$ cat src/rtl/fifo_mem.sv
// Word storage for stream_fifo: DEPTH x WIDTH array, one synchronous write port,
// one asynchronous read port. Contents are never reset.
module fifo_mem #(
  parameter int WIDTH = 16,
  parameter int DEPTH = 8
) (
  input  logic                       clk,
  input  logic                       we_i,
  input  logic [$clog2(DEPTH)-1:0]   waddr_i,
  input  logic [WIDTH-1:0]           wdata_i,
  input  logic [$clog2(DEPTH)-1:0]   raddr_i,
  output logic [WIDTH-1:0]           rdata_o
);

  logic [WIDTH-1:0] mem_q [DEPTH];

  always_ff @(posedge clk) begin
    if (we_i) mem_q[waddr_i] <= wdata_i;
  end

  assign rdata_o = mem_q[raddr_i];

endmodule

$ cat src/rtl/stream_fifo.sv
// Valid/ready stream FIFO, DEPTH words total; OUT_REG=0 is first-word-fall-through (latency 1),
// OUT_REG=1 adds an output register (latency 2). in_ready drops only on full or flush.
module stream_fifo #(
  parameter int WIDTH      = 16,
  parameter int DEPTH      = 8,
  parameter int AFULL_LVL  = DEPTH - 2,
  parameter int AEMPTY_LVL = 2,
  parameter int OUT_REG    = 0
) (
  input  logic                     clk,
  input  logic                     rst,
  input  logic                     flush,
  input  logic                     in_valid,
  output logic                     in_ready,
  input  logic [WIDTH-1:0]         in_data,
  output logic                     out_valid,
  input  logic                     out_ready,
  output logic [WIDTH-1:0]         out_data,
  output logic [$clog2(DEPTH):0]   count,
  output logic                     almost_full,
  output logic                     almost_empty
);

  localparam int AW = $clog2(DEPTH);
  localparam int CW = AW + 1;

  logic [AW:0]       wr_ptr_q, wr_ptr_d;
  logic [AW:0]       rd_ptr_q, rd_ptr_d;
  logic [CW-1:0]     count_q, count_d;
  logic              push, pop;
  logic              st_empty, st_full, st_pop;
  logic [WIDTH-1:0]  mem_rdata;

  assign in_ready = (count_q < CW'(DEPTH)) && !flush;
  assign push     = in_valid && in_ready;
  assign pop      = out_valid && out_ready;

  // Pointers carry one extra lap bit: equal MSBs with equal address means empty.
  assign st_empty = (wr_ptr_q == rd_ptr_q);
  assign st_full  = (wr_ptr_q[AW] != rd_ptr_q[AW]) && (wr_ptr_q[AW-1:0] == rd_ptr_q[AW-1:0]);

  fifo_mem #(
    .WIDTH (WIDTH),
    .DEPTH (DEPTH)
  ) u_mem (
    .clk     (clk),
    .we_i    (push && !st_full),
    .waddr_i (wr_ptr_q[AW-1:0]),
    .wdata_i (in_data),
    .raddr_i (rd_ptr_q[AW-1:0]),
    .rdata_o (mem_rdata)
  );

  generate
    if (OUT_REG == 0) begin : g_fwft
      assign st_pop    = pop;
      assign out_valid = !st_empty;
      assign out_data  = mem_rdata;
    end else begin : g_oreg
      logic             ovld_q, ovld_d;
      logic [WIDTH-1:0] odat_q, odat_d;
      logic             load;

      // Refill whenever the register is empty or being drained this cycle.
      assign load   = !st_empty && (!ovld_q || pop);
      assign st_pop = load;

      always_comb begin
        ovld_d = ovld_q;
        odat_d = odat_q;
        if (load) begin
          ovld_d = 1'b1;
          odat_d = mem_rdata;
        end else if (pop) begin
          ovld_d = 1'b0;
        end
      end

      always_ff @(posedge clk) begin
        if (rst || flush) ovld_q <= 1'b0;
        else              ovld_q <= ovld_d;
        odat_q <= odat_d;
      end

      assign out_valid = ovld_q;
      assign out_data  = odat_q;
    end
  endgenerate

  always_comb begin
    wr_ptr_d = wr_ptr_q + {{AW{1'b0}}, push};
    rd_ptr_d = rd_ptr_q + {{AW{1'b0}}, st_pop};
    count_d  = count_q;
    case ({push, pop})
      2'b10:   count_d = count_q + CW'(1);
      2'b01:   count_d = count_q - CW'(1);
      default: count_d = count_q;
    endcase
  end

  // rst and flush both discard everything; either beats any push/pop.
  always_ff @(posedge clk) begin
    if (rst || flush) begin
      wr_ptr_q <= '0;
      rd_ptr_q <= '0;
      count_q  <= '0;
    end else begin
      wr_ptr_q <= wr_ptr_d;
      rd_ptr_q <= rd_ptr_d;
      count_q  <= count_d;
    end
  end

  assign count        = count_q;
  assign almost_full  = (count_q >= CW'(AFULL_LVL));
  assign almost_empty = (count_q <= CW'(AEMPTY_LVL));

endmodule

$ cat config.mk
export PLATFORM = sky130hd
export DESIGN_NAME = stream_fifo
export DESIGN_NICKNAME = d
export VERILOG_FILES = /design/src/rtl/fifo_mem.sv /design/src/rtl/stream_fifo.sv
export SDC_FILE = /design/constraint.sdc
export NUM_CORES = 1
export LEC_CHECK = 0
export ABC_AREA = 1
export CAP_MARGIN = 20
export CORE_MARGIN = 2
export CORE_UTILIZATION = 63
export CTS_BUF_LIST = sky130_fd_sc_hd__clkbuf_16
export DETAILED_ROUTE_END_ITERATION = 8
export PLACE_DENSITY_LB_ADDON = 0.15
export SETUP_SLACK_MARGIN = 0.4
export SLEW_MARGIN = 0
export SYNTH_ARGS = -nofsm -noshare
export SYNTH_HDL_FRONTEND = slang
export SYNTH_HIERARCHICAL = 1
export SYNTH_SLANG_ARGS = --single-unit
export TNS_END_PERCENT = 1
$ cat constraint.sdc
create_clock -name clk -period 5.5 [get_ports clk]
set_clock_uncertainty 0.15 [all_clocks]
set_input_delay 1.1 -clock clk [delete_from_list [all_inputs] [get_ports clk]]
set_output_delay 1.1 -clock clk [all_outputs]
set_load 0.02 [all_outputs]
Word-level counts from Yosys, hierarchy flattened
Memory sizes are Yosys's and may differ from the RTL's. A register that Yosys moved wholly into a read port is not among the register bits.
Cells that the tools add are included.
- register bits after elaboration: 12
- memory bits (writable): 128
- input port bits: 21
- output and inout port bits: 24
- memories kept: 1
- add/subtract/negate cells: 4
- $lt $le $gt $ge: 3
- eq/ne operators: 5
- multiplexer cells: 4
- reductions and logical operators: 10
- memory list (memory ; words ; width ; rd ports ; clocked after Yosys merged registers in ; write ports ; line ; source):
    u_mem.mem_q ; 8 ; 16 ; 1 ; 1 ; 1 ; fifo_mem.sv:15 ; logic [WIDTH-1:0] mem_q [DEPTH];
- operators with widths (cell ; number):
    $add 4x1->4 ; 2
    $pmux 4 s2 ; 1
    $logic_and 1x1->1 ; 5
    $add 4x1->4 const B ; 1
    $eq 4x4->1 ; 1
    $ge 4x3->1 const B ; 1
    $le 4x2->1 const B ; 1
    $lt 4x4->1 const B ; 1
    $sub 4x1->4 const B ; 1
    $eq 3x3->1 ; 1
    $logic_not 1->1 ; 3
    $mux 3 ; 1
    $eq 2x1->1 const B ; 1
    $eq 2x2->1 const B ; 1
    $mux 1 ; 2
    $reduce_bool 2->1 ; 1
    $logic_or 1x1->1 ; 1
    $ne 1x1->1 ; 1

Logic depth before layout (Yosys ltp)
- word-level depth: 6
- mapped depth: 18

Modules after synthesis
The synthesis kept the hierarchy.
- by module, submodules not included (module ; instances ; cells an instance ; area each (µm²) ; sequential area each (µm²)):
    fifo_mem ; 1 ; 571 ; 5669.2 ; 3843.7
    stream_fifo ; 1 ; 111 ; 737.0 ; 240.2

Worst setup path after synthesis
Ideal clock, no wire load.
- kind: input port to flip-flop
- start point: input flush
- end point: memory u_mem.mem_q[1][0], enable pin
- data arrival time: 2.700 ns
- required time: 4.962 ns
- slack: 2.261 ns
- stages on the path: 5
- path buffers: 0
- path through: nor2_1 nand2_1 a41oi_1 nand2_1 nor2_1
- cells in the longest elaborated chain, start to end: 6
- ends and longest elaborated chain (what ; line ; source):
    start: declaration ; stream_fifo.sv:12 ; input logic flush,
    $logic_not 1->1 ; stream_fifo.sv:34 ; assign in_ready = (count_q < CW'(DEPTH)) && !flush;
    $logic_and 1x1->1 ; stream_fifo.sv:34 ;
    $logic_and 1x1->1 ; stream_fifo.sv:35 ; assign push = in_valid && in_ready;
    $logic_and 1x1->1 ; stream_fifo.sv:47 ; .we_i (push && !st_full),
    $mux 1 ; fifo_mem.sv:18 ; if (we_i) mem_q[waddr_i] <= wdata_i;
    $mux 1 (implied by the code) ; fifo_mem.sv:18 ;
    end: declaration ; fifo_mem.sv:15 ;
No other way between the ends.

==> metrics.csv <==
stage,metric,value,unit
yosys,synth_fa_ha_area_frac,0.00977,
yosys,synth.yosys.seq_area_share,0.638,
yosys,synth-compound-area-share,0.00840,
sta,clock.fmax,0.257,GHz
sta,slew-limit-headroom,0.466,
sta,finalWorstSetupSlack,1.61,ns
power_and_ir_drop,p_switching,481,µW
yosys,fraction_of_the_mapped_netlist_area_in_simple_logic_gates,0.222,
detailed_routing,drc_violations_left,0,
clocking,ctsResizeCount,0,
floorplanning,initial_utilization,0.652,
global_routing,grtUsageTotal,0.262,
critical_path,critical_path.cell_chain,"inv_1, buf_4, nand3_1, nand2_1, nand2_1, nand2_1, clkdlybuf4s50_1",
clocking,clock_tree.htree_level_count,4,
detailed_routing,drt_wl_total,13800,µm
detailed_routing,dr_vias,4550,
sta,maxSlewViolCount,0,
yosys,ys_ff_latch,140,
floorplanning,fp.dieW,105,µm
sta,final_period_minus_worst_setup_slack,3.89,ns
yosys,synth_top_family_by_area,simple AND/OR/NAND/NOR gates,
sta,total_count_of_hold_check_failures_in_the_final_report,0,
flow_run,max_cap_viol_count,0,
clocking,ctsRootBufferMaster,clkbuf_16,
critical_path,number_of_buffer_and_inverter_stages_on_the_critical_path,3,
critical_path,cp.arrival,2.64,ns
finish,fraction_of_layout_cells_with_a_size_suffix_above_1,0.0682,
critical_path,critical_path_required,4.25,ns
yosys,average_cell_area_after_synthesis,9.39,µm²
power_and_ir_drop,power_report.internal_total,1910,µW
power_and_ir_drop,power.static_leakage,0.00340,µW
sta,grt_setup_unrepaired,no,
yosys,synth_common_cells,"nand2_1 (240), inv_1 (156), edfxtp_1 (128), nand3_1 (72), nor2_1 (21)",
finish,layout-area-overhead-vs-synth,17.7,%
yosys,yosys.cell_count.top_type,nand2_1,
detailed_routing,dr.first_iter.drc_count,374,
global_routing,overflow,0,
power_and_ir_drop,net_sw_frac,0.201,
placed_design,place.detailed.instances,848,
yosys,netlist_instances,682,
sta,whs,0.328,ns
critical_path,worst_setup_path_start_kind,register,
sta,finalCritPeriodShare,0.706,
power_and_ir_drop,combinational_fraction_of_design_power,0.043,
clocking,post_cts_repair_setup_buffers,0,
clocking,tritoncts,yes,
yosys,synthesis.yosys.warnings,6,
global_routing,grt_max_degree,68,
clocking,clock_latency,0.41,ns
yosys,post_synth_main_area_contributors,"edfxtp_1 (60%), nand2_1 (14%), inv_1 (9.1%), nand3_1 (5.6%), dfxtp_1 (3.8%)",
clocking,clockBufferDepth,2,
yosys,syn-cell-area,6410,µm²
critical_path,worst_path_largest_cell_delay,0.61,ns
detailed_routing,detail_route.first_pass.iterations,6,
floorplanning,rows,36,
min_path,worst_hold_path_type,register to register,
detailed_routing,ant_nets,0,
placed_design,detailedPlacementHpwl,7520,µm
sta,setup_violations,0,
critical_path,top_cell_by_count_worst_path,nand2_1,
critical_path,cp_top_family,buffers and inverters,
floorplanning,fp.coreArea,9820,µm²
outcome,run_status,completed,
yosys,synth_largest_area_cell,edfxtp_1,
global_routing,first_pass_grt_wire_length,21800,µm
floorplanning,die-height,105,µm
clocking,numCtsBuffers,17,
power_and_ir_drop,seq_power_share,0.490,
critical_path,path_max_fanout,19,
placed_design,instance_area_after_placement,6940,µm²
finish,post_layout_inst_area,7540,µm²
yosys,synthDominantCellAreaShare,0.600,
floorplanning,floorplan.die_area,11000,µm²
finish,num_antenna_cells,0,
critical_path,timing.setup.critical_path_class,register to output pin,
clocking,tritoncts_num_sinks,140,
finish,stdcell_count,881,
detailed_routing,vias_per_cell,5.16,
yosys,post_synth_xor_area_fraction,0.00273,
yosys,ys_types,20,
placed_design,pre_cts_ws,1.92,ns
yosys,postSynthNetCount,708,
power_and_ir_drop,clockPowerShare,0.467,
power_and_ir_drop,max-vdd-ir-drop,0.260,mV
clocking,cts.reportedPaths.clkPinSlew,0.06,ns
yosys,synth-async-reset-ratio,0,
yosys,synth_enable_flop_cells,128,
clocking,hold_buffers,0,
placed_design,portBuffers,44,
critical_path,end_kind,output pin,
placed_design,routabilityCongestion,0.776,
global_routing,via_count_of_the_first_global_routing_pass,4399,
floorplanning,ioPinCount,45,
finish,design.final.nets,761,
yosys,yosys_most_used_dff,edfxtp_1,
sta,worstMarginPinSlew,0.797,ns
critical_path,timing.critical_path.slowest_stage_cell,clkdlybuf4s50_1,
power_and_ir_drop,total_power_per_unit_cell_area,318,nW/µm²
sta,finalSetupTns,0,ns
yosys,synth.mux.area_fraction,0,
detailed_routing,wl_per_cell,15.6,µm
global_routing,initial_antenna_violation_count,0,
[metal layers]
metal / track usage / share of wire
met5: 0 / 0
met4: 0.110 / 0.020
met3: 0.0655 / 0.088
met2: 0.439 / 0.50
met1: 0.326 / 0.39
[cells in the final DEF (no fill, tap or decap)]
cell,synthesis,layout
inv_2,3,3
ha_1,5,5
clkinvlp_4,0,4
nor2_4,2,2
a21oi_1,4,4
clkbuf_16,0,17
dfxtp_1,12,11
nand2_4,2,2
buf_12,0,1
nor2_2,2,2
clkinv_4,0,1
bufinv_16,0,3
nand2_2,1,1
edfxtp_1,128,128
dfxtp_2,0,1
o21ai_0,5,5
nand4_1,3,3
nand3_1,72,72
xnor2_1,2,2
clkinv_1,0,3
nand2_1,240,240
inv_1,156,158
clkinv_2,0,2
clkdlybuf4s50_1,0,44
buf_4,4,12
a41oi_1,1,1
nor2_1,21,21
[final cells by class]
class | instances | area [µm²]
inverter | 159 | 597
clock buffer | 17 | 425
sequential | 140 | 4090
fill | 664 | 2280
multi-input combinational | 360 | 1560
tap | 133 | 166
clock inverter | 15 | 158
timing repair buffer | 57 | 551
[registers in the layout (all words and copies together) (netlist names)]
| name | count |
|---|---|
| count | 4 |
| rd_ptr_q | 4 |
| u_mem/mem_q | 128 |
| wr_ptr_q | 4 |
[worst paths after layout]
path	cells after the start	end	slack (ns)	start
min	2	wr_ptr_q[3]	0.33	wr_ptr_q[3]
max	7	out_data[5]	1.61	rd_ptr_q[1]
max reg2reg	8	u_mem/mem_q[3][3]	2.46	rd_ptr_q[0]
min reg2reg	2	wr_ptr_q[3]	0.33	wr_ptr_q[3]
[per-stage QoR]
stage / total power [µW] / util
final: 2390 / 0.768
after detailed placement: 1300 / 0.706
after CTS: 2410 / 0.766
after global routing: 2470 / 0.768
after global placement: 1290 / 0.706
after floorplan: 1240 / -
[logic make-up (layout without fill, tap and decap cells)]
| group | count (synthesis) | in the layout |
|---|---|---|
| buffers and inverters | 182 | 248 |
| and+or+nand+nor | 343 | 343 |
| DFF | 140 | 140 |
| adders and majority gates | 5 | 5 |
| AOI/OAI and AO/OA | 10 | 10 |
| xor gates and xnor gates | 2 | 2 |
[worst reg2reg max path: stages (launching register included)]
cell	delay [ns]
dfxtp_2	0.33
buf_4	0.59
nand2_1	0.14
nand2_1	0.14
nor2_4	0.05
a41oi_1	0.22
nand2_1	0.17
nor2_1	0.65
buf_4	0.31
[power by group through the flow]
stage	clock, µW	sequential (µW)	combinational, µW
after floorplan	0	1200	46.7
after detailed placement	0	1200	100
after global placement	0	1190	97.6
after CTS	1130	1170	102
after global routing	1180	1170	112
final	1120	1170	102
No activity file was read; power rests on OpenSTA's default activity.
